### src/rtl/addsub_pkg.sv
// rtl/addsub_pkg.sv - shared opcode type for the addsub_pipe datapath
//
// Purpose: opcode encoding used by the lane arithmetic and the pipeline top.
// Contents:
//   OP_W  opcode width
//   op_e  ADD / SUB wrap around modulo 2^W, ADDS / SUBS saturate
// The per-stage record (valid, lane results, lane ovf) depends on the
// W/LANES parameters, so it is declared as stage_t inside addsub_pipe.
package addsub_pkg;

  localparam int OP_W = 2;

  typedef enum logic [OP_W-1:0] {
    OP_ADD  = 2'b00,
    OP_SUB  = 2'b01,
    OP_ADDS = 2'b10,
    OP_SUBS = 2'b11
  } op_e;

endpackage

### src/rtl/addsub_lane.sv
// rtl/addsub_lane.sv - one lane of W-bit add/sub with optional unsigned saturation
//
// Purpose: combinational arithmetic for a single lane, evaluated on W+1 bits.
// Ports:
//   i_a, i_b  in   W     unsigned operands
//   i_op      in   OP_W  opcode (op_e encoding)
//   o_y       out  W     lane result
//   o_ovf     out  1     carry (add) or borrow (sub)
module addsub_lane
  import addsub_pkg::*;
#(
  parameter int W = 10
) (
  input  logic [W-1:0]    i_a,
  input  logic [W-1:0]    i_b,
  input  logic [OP_W-1:0] i_op,
  output logic [W-1:0]    o_y,
  output logic            o_ovf
);

  logic [W:0] w_sum;
  logic [W:0] w_dif;
  op_e        w_op;

  assign w_op  = op_e'(i_op);
  assign w_sum = {1'b0, i_a} + {1'b0, i_b};
  // Bit W of the extended difference is set exactly when a < b.
  assign w_dif = {1'b0, i_a} - {1'b0, i_b};

  always_comb begin
    o_y   = w_sum[W-1:0];
    o_ovf = w_sum[W];
    case (w_op)
      OP_ADD: begin
        o_y   = w_sum[W-1:0];
        o_ovf = w_sum[W];
      end
      OP_SUB: begin
        o_y   = w_dif[W-1:0];
        o_ovf = w_dif[W];
      end
      OP_ADDS: begin
        o_y   = w_sum[W] ? {W{1'b1}} : w_sum[W-1:0];
        o_ovf = w_sum[W];
      end
      OP_SUBS: begin
        o_y   = w_dif[W] ? {W{1'b0}} : w_dif[W-1:0];
        o_ovf = w_dif[W];
      end
      default: begin
        o_y   = w_sum[W-1:0];
        o_ovf = w_sum[W];
      end
    endcase
  end

endmodule

### src/rtl/addsub_pipe.sv
// rtl/addsub_pipe.sv - multi-lane add/sub behind a stallable STAGES-deep pipeline
//
// Purpose: accepts LANES operand pairs plus an opcode per valid/ready
// transaction, computes per-lane results before the s0 register and carries
// them through STAGES registered stages with collapsing bubbles.
// Ports:
//   clk, rst_n        clock (rising edge), asynchronous active-low reset
//   in_valid/in_ready input handshake; in_ready is combinational from out_ready
//   op                opcode (addsub_pkg::op_e)
//   a, b              packed operands, lane i = [i*W +: W]
//   out_valid/out_ready output handshake
//   y, ovf            packed lane results and per-lane carry/borrow
//   ovf_sticky        per-lane OR of ovf over handoffs since clr_sticky
//   clr_sticky        synchronous clear of ovf_sticky (clear, then OR)
//   occupancy         number of valid stages, registered
module addsub_pipe
  import addsub_pkg::*;
#(
  parameter int W      = 10,
  parameter int LANES  = 4,
  parameter int STAGES = 2
) (
  input  logic                         clk,
  input  logic                         rst_n,
  input  logic                         in_valid,
  output logic                         in_ready,
  input  logic [OP_W-1:0]              op,
  input  logic [LANES*W-1:0]           a,
  input  logic [LANES*W-1:0]           b,
  output logic                         out_valid,
  input  logic                         out_ready,
  output logic [LANES*W-1:0]           y,
  output logic [LANES-1:0]             ovf,
  output logic [LANES-1:0]             ovf_sticky,
  input  logic                         clr_sticky,
  output logic [$clog2(STAGES+1)-1:0]  occupancy
);

  localparam int OCC_W = $clog2(STAGES + 1);

  typedef struct packed {
    logic                 vld;
    logic [LANES*W-1:0]   y;
    logic [LANES-1:0]     ovf;
  } stage_t;

  stage_t               r_st [STAGES];
  logic [LANES-1:0]     r_sticky;
  logic [OCC_W-1:0]     r_occ;

  logic [LANES*W-1:0]   w_y;
  logic [LANES-1:0]     w_ovf;
  logic [STAGES-1:0]    w_vld;
  logic [STAGES-1:0]    w_adv;
  logic                 w_acc;
  logic                 w_ho;

  for (genvar g = 0; g < LANES; g++) begin : g_lane
    addsub_lane #(.W(W)) u_lane (
      .i_a   (a[g*W +: W]),
      .i_b   (b[g*W +: W]),
      .i_op  (op),
      .o_y   (w_y[g*W +: W]),
      .o_ovf (w_ovf[g])
    );
  end

  // Stage k can move when the consumer drains the last stage or when any
  // stage from k to the end is empty (that hole absorbs the shift).
  // Written in closed form so the ready chain has no self-referencing net.
  always_comb begin
    w_vld = '0;
    w_adv = '0;
    for (int k = 0; k < STAGES; k++) begin
      w_vld[k] = r_st[k].vld;
    end
    for (int k = 0; k < STAGES; k++) begin
      w_adv[k] = out_ready || !(&(w_vld | STAGES'((64'd1 << k) - 64'd1)));
    end
  end

  assign in_ready  = w_adv[0];
  assign out_valid = r_st[STAGES-1].vld;
  assign y         = r_st[STAGES-1].y;
  assign ovf       = r_st[STAGES-1].ovf;
  assign w_acc     = in_valid && in_ready;
  assign w_ho      = out_valid && out_ready;

  assign ovf_sticky = r_sticky;
  assign occupancy  = r_occ;

  always_ff @(posedge clk or negedge rst_n) begin
    if (!rst_n) begin
      for (int k = 0; k < STAGES; k++) begin
        r_st[k] <= '0;
      end
      r_sticky <= '0;
      r_occ    <= '0;
    end else begin
      if (w_adv[0]) begin
        r_st[0] <= '{vld: in_valid, y: w_y, ovf: w_ovf};
      end
      for (int k = 1; k < STAGES; k++) begin
        if (w_adv[k]) begin
          r_st[k] <= r_st[k-1];
        end
      end
      // Clear takes effect before the OR of the simultaneous handoff.
      if (w_ho) begin
        r_sticky <= (clr_sticky ? '0 : r_sticky) | r_st[STAGES-1].ovf;
      end else if (clr_sticky) begin
        r_sticky <= '0;
      end
      r_occ <= r_occ + OCC_W'(w_acc) - OCC_W'(w_ho);
    end
  end

endmodule
### config.mk
export PLATFORM = sky130hd
export DESIGN_NAME = addsub_pipe
export DESIGN_NICKNAME = d
export VERILOG_FILES = /design/src/rtl/addsub_pkg.sv /design/src/rtl/addsub_lane.sv /design/src/rtl/addsub_pipe.sv
export SDC_FILE = /design/constraint.sdc
export NUM_CORES = 1
export LEC_CHECK = 0
export CAP_MARGIN = 5
export CORE_MARGIN = 8
export CORE_UTILIZATION = 55
export DETAILED_ROUTE_END_ITERATION = 7
export GPL_TIMING_DRIVEN = 1
export PLACE_DENSITY = 0.87
export SYNTH_ARGS = -nofsm -noshare
export SYNTH_HDL_FRONTEND = slang
export SYNTH_SLANG_ARGS = --single-unit
### constraint.sdc
create_clock -name clk -period 8.2 [get_ports clk]
set_clock_uncertainty 0.2 [all_clocks]
set_input_delay 2.46 -clock clk [delete_from_list [all_inputs] [get_ports clk]]
set_output_delay 2.46 -clock clk [all_outputs]
set_load 0.01 [all_outputs]
[Word-level counts from Yosys, hierarchy flattened]
Index checks and enable logic that the tools add are counted.
Storage, ports and cells
  flip-flop bits (word level): 96
  output and inout port bits: 52
Operators by class
  bitwise operators: 1
  $add $sub $neg: 10
  reduce and logical (&&, ||, !) cells: 10
  mux-type cells: 18
  equal/unequal tests: 3
Operator list (number)
  $pmux W10 S4: 4
  $mux W10: 8
  $add A10 B10 Y11: 4
  $sub A10 B10 Y11: 4
  $mux W4: 2
  $pmux W1 S2: 4
  $eq A2 B2 Y1 const B: 2
  $or A4 B4 Y4: 1
  $reduce_or A2 Y1: 2
  $add A2 B1 Y2: 1
  $eq A2 B1 Y1 const B: 1
  $logic_and A1 B1 Y1: 2
  $logic_not A1 Y1: 2
  $logic_not A2 Y1: 1
  $logic_or A1 B1 Y1: 2
  $reduce_and A2 Y1: 1
  $sub A2 B1 Y2: 1

[Depth between registers and ports, before layout]
Gate-level depths: netlist of run 1.
  depth after elaboration: 6
  mapped depth: 13

[Modules after synthesis]
Synthesis of run 1 repeated with hierarchy kept, for this count alone.
Unflattened totals
  cells, all modules: 897
  area total of the unflattened synthesis: 8839.7 µm²
Modules (own cells, without submodules)
  addsub_pipe: cells an instance 255, area an instance 4215.3 µm², instances 1, seq. area each 2402.3 µm²
  addsub_lane at g_lane[0].u_lane ...: cells an instance 161, area an instance 1161.1 µm², instances 2, seq. area each 0.0 µm²
  addsub_lane at g_lane[2].u_lane ...: cells an instance 160, area an instance 1151.1 µm², instances 2, seq. area each 0.0 µm²

[Least setup slack after synthesis of run 1]
OpenSTA, ideal clock, no wires.
  kind: input to output
  from: input port out_ready
  to: output port in_ready
  buffers on the path: 4
  stages on the path: 7
  arrival time: 3.600 ns
  slack: 1.940 ns
  path through: nor2b_1 -> clkbuf_1 -> and2_1 -> clkbuf_1 -> inv_1 -> buf_2 -> buf_1
On the way
  word-level cells in the longest chain between the ends: 1
Ends and longest elaborated chain
  start, declared: line addsub_pipe.sv:31  | input logic out_ready,
  $logic_or A1 B1 Y1: line addsub_pipe.sv:78  | w_adv[k] = out_ready || !(&(w_vld | STAGES'((64'd1 << k) - 64'd1)));
  end, declared: line addsub_pipe.sv:26  | output logic in_ready,
Every way passes these cells.

[Worst setup path in the final report of run 1]
Same ends and word-level chain as after synthesis.

==> results.yml, run 1 <==
yosys:
  ys_seq_area_frac: 0.304
  synth.top_cell.area_share: 0.304
  synthCells: 873
  synth_top_area_cell: "dfrtp_1"
  synthFlopType: "dfrtp_1"
  synth_edf_count: 0
  syn_area_per_cell_um2: 9.06
  synth_cell_type_count: 71
  ys_ff_latch: 96
  syn-num-nets: 1050
  synthArstFlopShare: 1.00
  ys_warn_count: 0
  syn_area_mm2: 0.00791
  synth_area_leaders: "dfrtp_1, ha_1, mux2_2, buf_4, xnor2_1"
detailed_routing:
  first_pass_iters: 5
  drc_errors: 0
  drt_iter0_drc: 504
  vias: 6428
  wire_per_inst_um: 16.7
  via_per_inst: 5.71
  ant_nets: 0
  routed_wl_um: 18800
global_route:
  grt_antenna_before_repair: 0
  grt_first_pass_wirelength_um: 31100
  overflow: 0
  grt_pass1_vias: 6375
  grt_max_degree: 87
  grt.total_usage: 0.206
setup_path:
  crit_top_cell: "clkdlybuf4s50_1"
  worstSetupStartpointType: "primary input"
  crit_fanout: 2
  crit_chain: "clkdlybuf4s50_1, nor2b_4, and2_1, inv_1, clkdlybuf4s50_1"
  end_kind: "output pin"
  max_stage_delay_ps: 550
  slowest_stage: "clkdlybuf4s50_1"
  arrival_ps: 3910
  crit_type: "primary input to output pin"
  worstPathRequired_ps: 5540
power_and_ir_drop:
  cellInternalPower_w: 0.00120
  power.share.clock: 0.234
  p_leak_nw: 4.12
  combPwrFrac: 0.394
  ir_drop_mv: 0.109
  finalPower_w: 0.00177
  seqPwrFrac: 0.373
  p_sw_w: 0.000565
  power_density_mw_per_mm2: 189
  p_sw_frac: 0.320
cts:
  cts.repair.resized: 0
  worstSkewPairLatency_ps: 330
  cts.sinks: 96
  cts_buffer_depth: 2
  cts_tree: "done"
  path_clk_slew_ps: 70
  post-cts-setup-buffers: 0
  cts_buffers: 9
  root_buffer: "clkbuf_16"
  htree_levels: 3
  postCtsHoldBufs: 0
layout:
  layoutNonFillerInstCount: 1126
  syn_to_final_growth_pct: 18.1
  nets: 1115
  final_util: 0.653
  drive_above_1_share: 0.0870
  diodes: 0
place:
  place_inst: 1111
  place_congestion: 0.898
  io_buffers: 138
  place_hpwl_um: 14800
die:
  ios: 139
  coreArea_mm2: 0.0143
  die_w_um: 136
  rows: 44
  die-area_mm2: 0.0185
  start_util: 0.553
  die-height_um: 136
sta:
  worstMarginPinSlew_ps: 1070
  slew_headroom: 0.283
  fin_setup_tns_ps: 0
  fin_crit_sh: 0.801
  rsz0062_at_grt: "false"
  maxClockFrequency_mhz: 152
  fin_hold_ws_ps: 266
  report.final.slew_viol_count: 0
  final-setup-viol-count: 0
  hold_violations: 0
  layout_min_cycle_time_ps: 6570
job:
  maxCapViolations: 0
status:
  status: "complete, no violations"
hold_path:
  hp-class: "flip-flop to flip-flop"
## layout make-up
class	count	area (µm²)
multi-input cells	611	4700
fillers	1201	4970
repair buffers	145	1430
flip-flops and latches	96	2400
well taps	184	230
inverters	75	282
clock inverters	5	57.6
clock buffers	10	239
## power by group through the flow
stage                     Sequential [W]  Combinational, W  Clock [W]
after global routing            0.000673          0.000760   0.000438
final                           0.000659          0.000695   0.000412
after global placement          0.000659          0.000678          0
after CTS                       0.000660          0.000699   0.000422
after detailed placement        0.000668          0.000696          0
after floorplan                 0.000646          0.000489          0
## worst max-delay path: cells and delay by family
family | cells | cell delay, ps
buffers and inverters | 3 | 1190
AND/OR/NAND/NOR | 2 | 250
## metal layers
metal,track usage,wire length [µm],up-vias,share of wire
met1,0.260,8120,3024,0.43
met3,0.0310,1010,35,0.054
met4,0.0811,461,0,0.024
met5,0,0,-,0
li1,-,-,3148,-
met2,0.347,9220,221,0.49
## synth_stat cells, types with 9 or more instances
master    number
mux2_2        44
a221o_1        9
o21ai_0       27
a21o_1        10
nor2_1        70
ha_1          82
nand2_1       44
clkbuf_1      34
inv_1         73
dfrtp_1       96
nand2b_1      16
nor2b_1       13
xor2_1        19
o21ai_1       12
xnor2_1       37
buf_4         44
a31oi_1       12
nor3_1        11
a21oi_1       60
## logic make-up (layout without fill, tap and decap cells)
group / count (synthesis) / in the layout / synth area share
XOR/XNOR: 56 / 56 / 0.0620
AND/OR/NAND/NOR: 192 / 192 / 0.116
adder cells (fa/ha/maj): 90 / 90 / 0.150
multiplexers: 46 / 46 / 0.0652
buffers and inverters: 166 / 235 / 0.103
flip-flops: 96 / 96 / 0.304
AO/OA/AOI/OAI: 227 / 227 / 0.201
## worst paths after layout
check                                 startpoint                     to  slack (ps)  cells after the start
setup reg to reg           out_valid$_DFFE_PN0P_   r_st[60]$_DFFE_PN0N_        5620                      7
max in group asynchronous                  rst_n   r_st[77]$_DFFE_PN0N_        4780                      2
hold / removal              r_st[89]$_DFFE_PN0N_  out_valid$_DFFE_PN0P_         270                      1
min in group asynchronous                  rst_n      y[34]$_DFFE_PN0P_        1760                      1
hold reg to reg             r_st[89]$_DFFE_PN0N_  out_valid$_DFFE_PN0P_         270                      1
setup / recovery                       out_ready               in_ready        1630                      5
## per-stage QoR
stage / cell area, µm² / setup WS (ps)
2_1_floorplan: 7910 / 1940
3_3_place_gp: 9050 / 1600
5_1_grt: 9340 / 1550
3_5_place_dp: 9050 / 1610
6_report: 9340 / 1630
4_1_cts: 9340 / 1600
## sequential cells by signal, indices dropped and copies added, names as in the netlist
register    cells
ovf             4
out_valid       1
r_st           45
occupancy       2
y              40
ovf_sticky      4
## cells in the final DEF, fill, tap and decap left out, drive strengths merged, types with 11 or more instances in the layout
cell	n
ha	82
nor3	11
nor2b	13
nor2	70
xor2	19
nand2	44
a31oi	12
mux2	44
xnor2	37
a21oi	61
o21ai	39
clkdlybuf4s50	137
inv	74
nand2b	16
dfrtp	96
Note: power is estimated with default switching activity, not from simulation.
==> run 2: changes to the inputs <==
- CORE_UTILIZATION: 55 -> 54
- PLACE_DENSITY: 0.87 -> 0.85
- clock period: 8.2 -> 6.8 ns (I/O delays scaled with it)
==> run 2 against run 1 <==
  * Non-clock buffer count is the same
  * Count of clock-buffer cells in the layout grew 1
  * Die area grew 1.6%
  * Cell area grew 0.19%
  * Clock power grew 26%
  * Worst hold slack lost 16 ps
  * Total power grew 21%
  * Wire length shrank 0.72%
  * Sequential power grew 20%
==> results.yml, run 2 (synthesis gave the netlist of run 1 again) <==
die:
  start_util: 0.548
  rows: 44
  die-area_mm2: 0.0188
  die-height_um: 137
  die_w_um: 137
  coreArea_mm2: 0.0144
  ios: 139
sta:
  layout_min_cycle_time_ps: 5740
  slew_headroom: 0.348
  setup_ws_ps: 1060
  worstMarginPinSlew_ps: 968
  rsz0062_at_grt: "false"
  fin_crit_sh: 0.845
  maxClockFrequency_mhz: 174
  fin_hold_ws_ps: 250
  report.final.slew_viol_count: 0
  final-setup-viol-count: 0
  fin_setup_tns_ps: 0
  hold_violations: 0
cts:
  worstSkewPairLatency_ps: 350
  htree_levels: 3
  cts.sinks: 96
  cts.repair.resized: 0
  cts_buffers: 9
  post-cts-setup-buffers: 0
  postCtsHoldBufs: 0
  cts_buffer_depth: 2
  path_clk_slew_ps: 70
  root_buffer: "clkbuf_16"
  cts_tree: "done"
place:
  place_hpwl_um: 14800
  io_buffers: 138
  dp_worst_setup_slack_ps: 1050
  place_congestion: 0.929
  place_inst: 1111
layout:
  largest_register_ffs: 45
  syn_to_final_growth_pct: 18.4
  layout_common_cells: "clkdlybuf4s50_1, dfrtp_1, ha_1"
  final_common_cell: "clkdlybuf4s50_1"
  layout.area.seq_mm2: 0.00240
  multi_input_area_mm2: 0.00470
  top_register: "r_st"
  layoutNonFillerInstCount: 1127
  fill_cells: 1195
  drive_above_1_share: 0.0880
  nets: 1115
  diodes: 0
setup_path:
  reg2reg_from: "out_valid$_DFFE_PN0P_"
  crit_fanout: 2
  crit_cells: 5
  max_stage_delay_ps: 570
  slowest_stage: "clkdlybuf4s50_1"
  arrival_ps: 3500
  crit_type: "primary input to output pin"
  reg2regPathDepth: 7
  crit_top_cell: "clkdlybuf4s50_1"
  worstPathRequired_ps: 4560
  crit_path_end: "in_ready"
  path_buf_inv: 3
  worstSetupStartpointType: "primary input"
  path_delay_family: "buffers and inverters"
  crit_path_start: "out_ready"
  crit_chain: "clkdlybuf4s50_1, nor2b_4, and2_1, inv_1, clkdlybuf4s50_1"
  r2r_setup_slack_ps: 4210
  end_kind: "output pin"
  r2r_end: "r_st[60]$_DFFE_PN0N_"
power_and_ir_drop:
  power_density_mw_per_mm2: 229
  p_sw_frac: 0.318
  seqPwrFrac: 0.370
  power.share.clock: 0.243
  combPwrFrac: 0.386
  p_leak_nw: 4.14
  ir_drop_mv: 0.118
  p_sw_w: 0.000681
  cellInternalPower_w: 0.00146
detailed_routing:
  via_per_inst: 5.66
  routed_wl_um: 18700
  drc_errors: 0
  ant_nets: 0
  vias: 6378
  drt_iter0_drc: 400
  wire_per_inst_um: 16.6
  first_pass_iters: 5
status:
  status: "complete, no violations"
global_route:
  grt_max_degree: 57
  grt_first_pass_wirelength_um: 30300
  grt_pass1_vias: 6265
  overflow: 0
  grt_antenna_before_repair: 0
  grt.total_usage: 0.199
hold_path:
  hp-class: "flip-flop to flip-flop"
job:
  maxCapViolations: 0
[run 2: changes by cell type in the layout (fill, tap and decap cells not counted), sizes merged]
cell      change
clkinv        +1
clkinvlp      -3
inv           +2
clkbuf        +1
[run 2: how the worst min path moves through the flow]
stage                               startpoint                     to  slack, ps  cells past startpoint
after floorplan           r_st[89]$_DFFE_PN0N_  out_valid$_DFFE_PN0P_        230                      1
after global placement    r_st[89]$_DFFE_PN0N_  out_valid$_DFFE_PN0P_        240                      1
after detailed placement  r_st[89]$_DFFE_PN0N_  out_valid$_DFFE_PN0P_        240                      1
after CTS                 r_st[89]$_DFFE_PN0N_  out_valid$_DFFE_PN0P_        260                      1
after global routing      r_st[89]$_DFFE_PN0N_  out_valid$_DFFE_PN0P_        270                      1
final                     r_st[89]$_DFFE_PN0N_  out_valid$_DFFE_PN0P_        250                      1
[run 2: final cells by class]
type	count	area share
clock inverter	5	0.00655
multi-input combinational	611	0.502
tap	184	0.0246
inverter	75	0.0301
sequential	96	0.257
timing repair buffer	145	0.153
clock buffer	11	0.0270
[run 2: power by group through the flow]
| stage | Sequential (W) | Clock (W) | Combinational [W] |
|---|---|---|---|
| 4_1_cts | 0.000796 | 0.000531 | 0.000835 |
| 6_report | 0.000794 | 0.000521 | 0.000828 |
| 2_1_floorplan | 0.000779 | 0 | 0.000590 |
| 5_1_grt | 0.000811 | 0.000555 | 0.000906 |
| 3_5_place_dp | 0.000806 | 0 | 0.000832 |
| 3_3_place_gp | 0.000798 | 0 | 0.000815 |
[run 2: routing by layer]
layer	share of wire	track usage	up-vias	wire [µm]
met3	0.045	0.0286	21	842
met2	0.49	0.337	144	9130
met1	0.45	0.257	3062	8420
met4	0.016	0.0579	0	290
li1	-	-	3151	-
met5	0	0	-	0
[run 2: metrics by stage]
stage / power (W) / instance area (µm²) / util
detailed placement: 0.00164 / 9050 / 0.627
finish: 0.00214 / 9360 / 0.649
floorplan: 0.00137 / 7910 / -
global placement: 0.00161 / 9050 / 0.627
CTS: 0.00216 / 9360 / 0.649
global route: 0.00227 / 9360 / 0.649
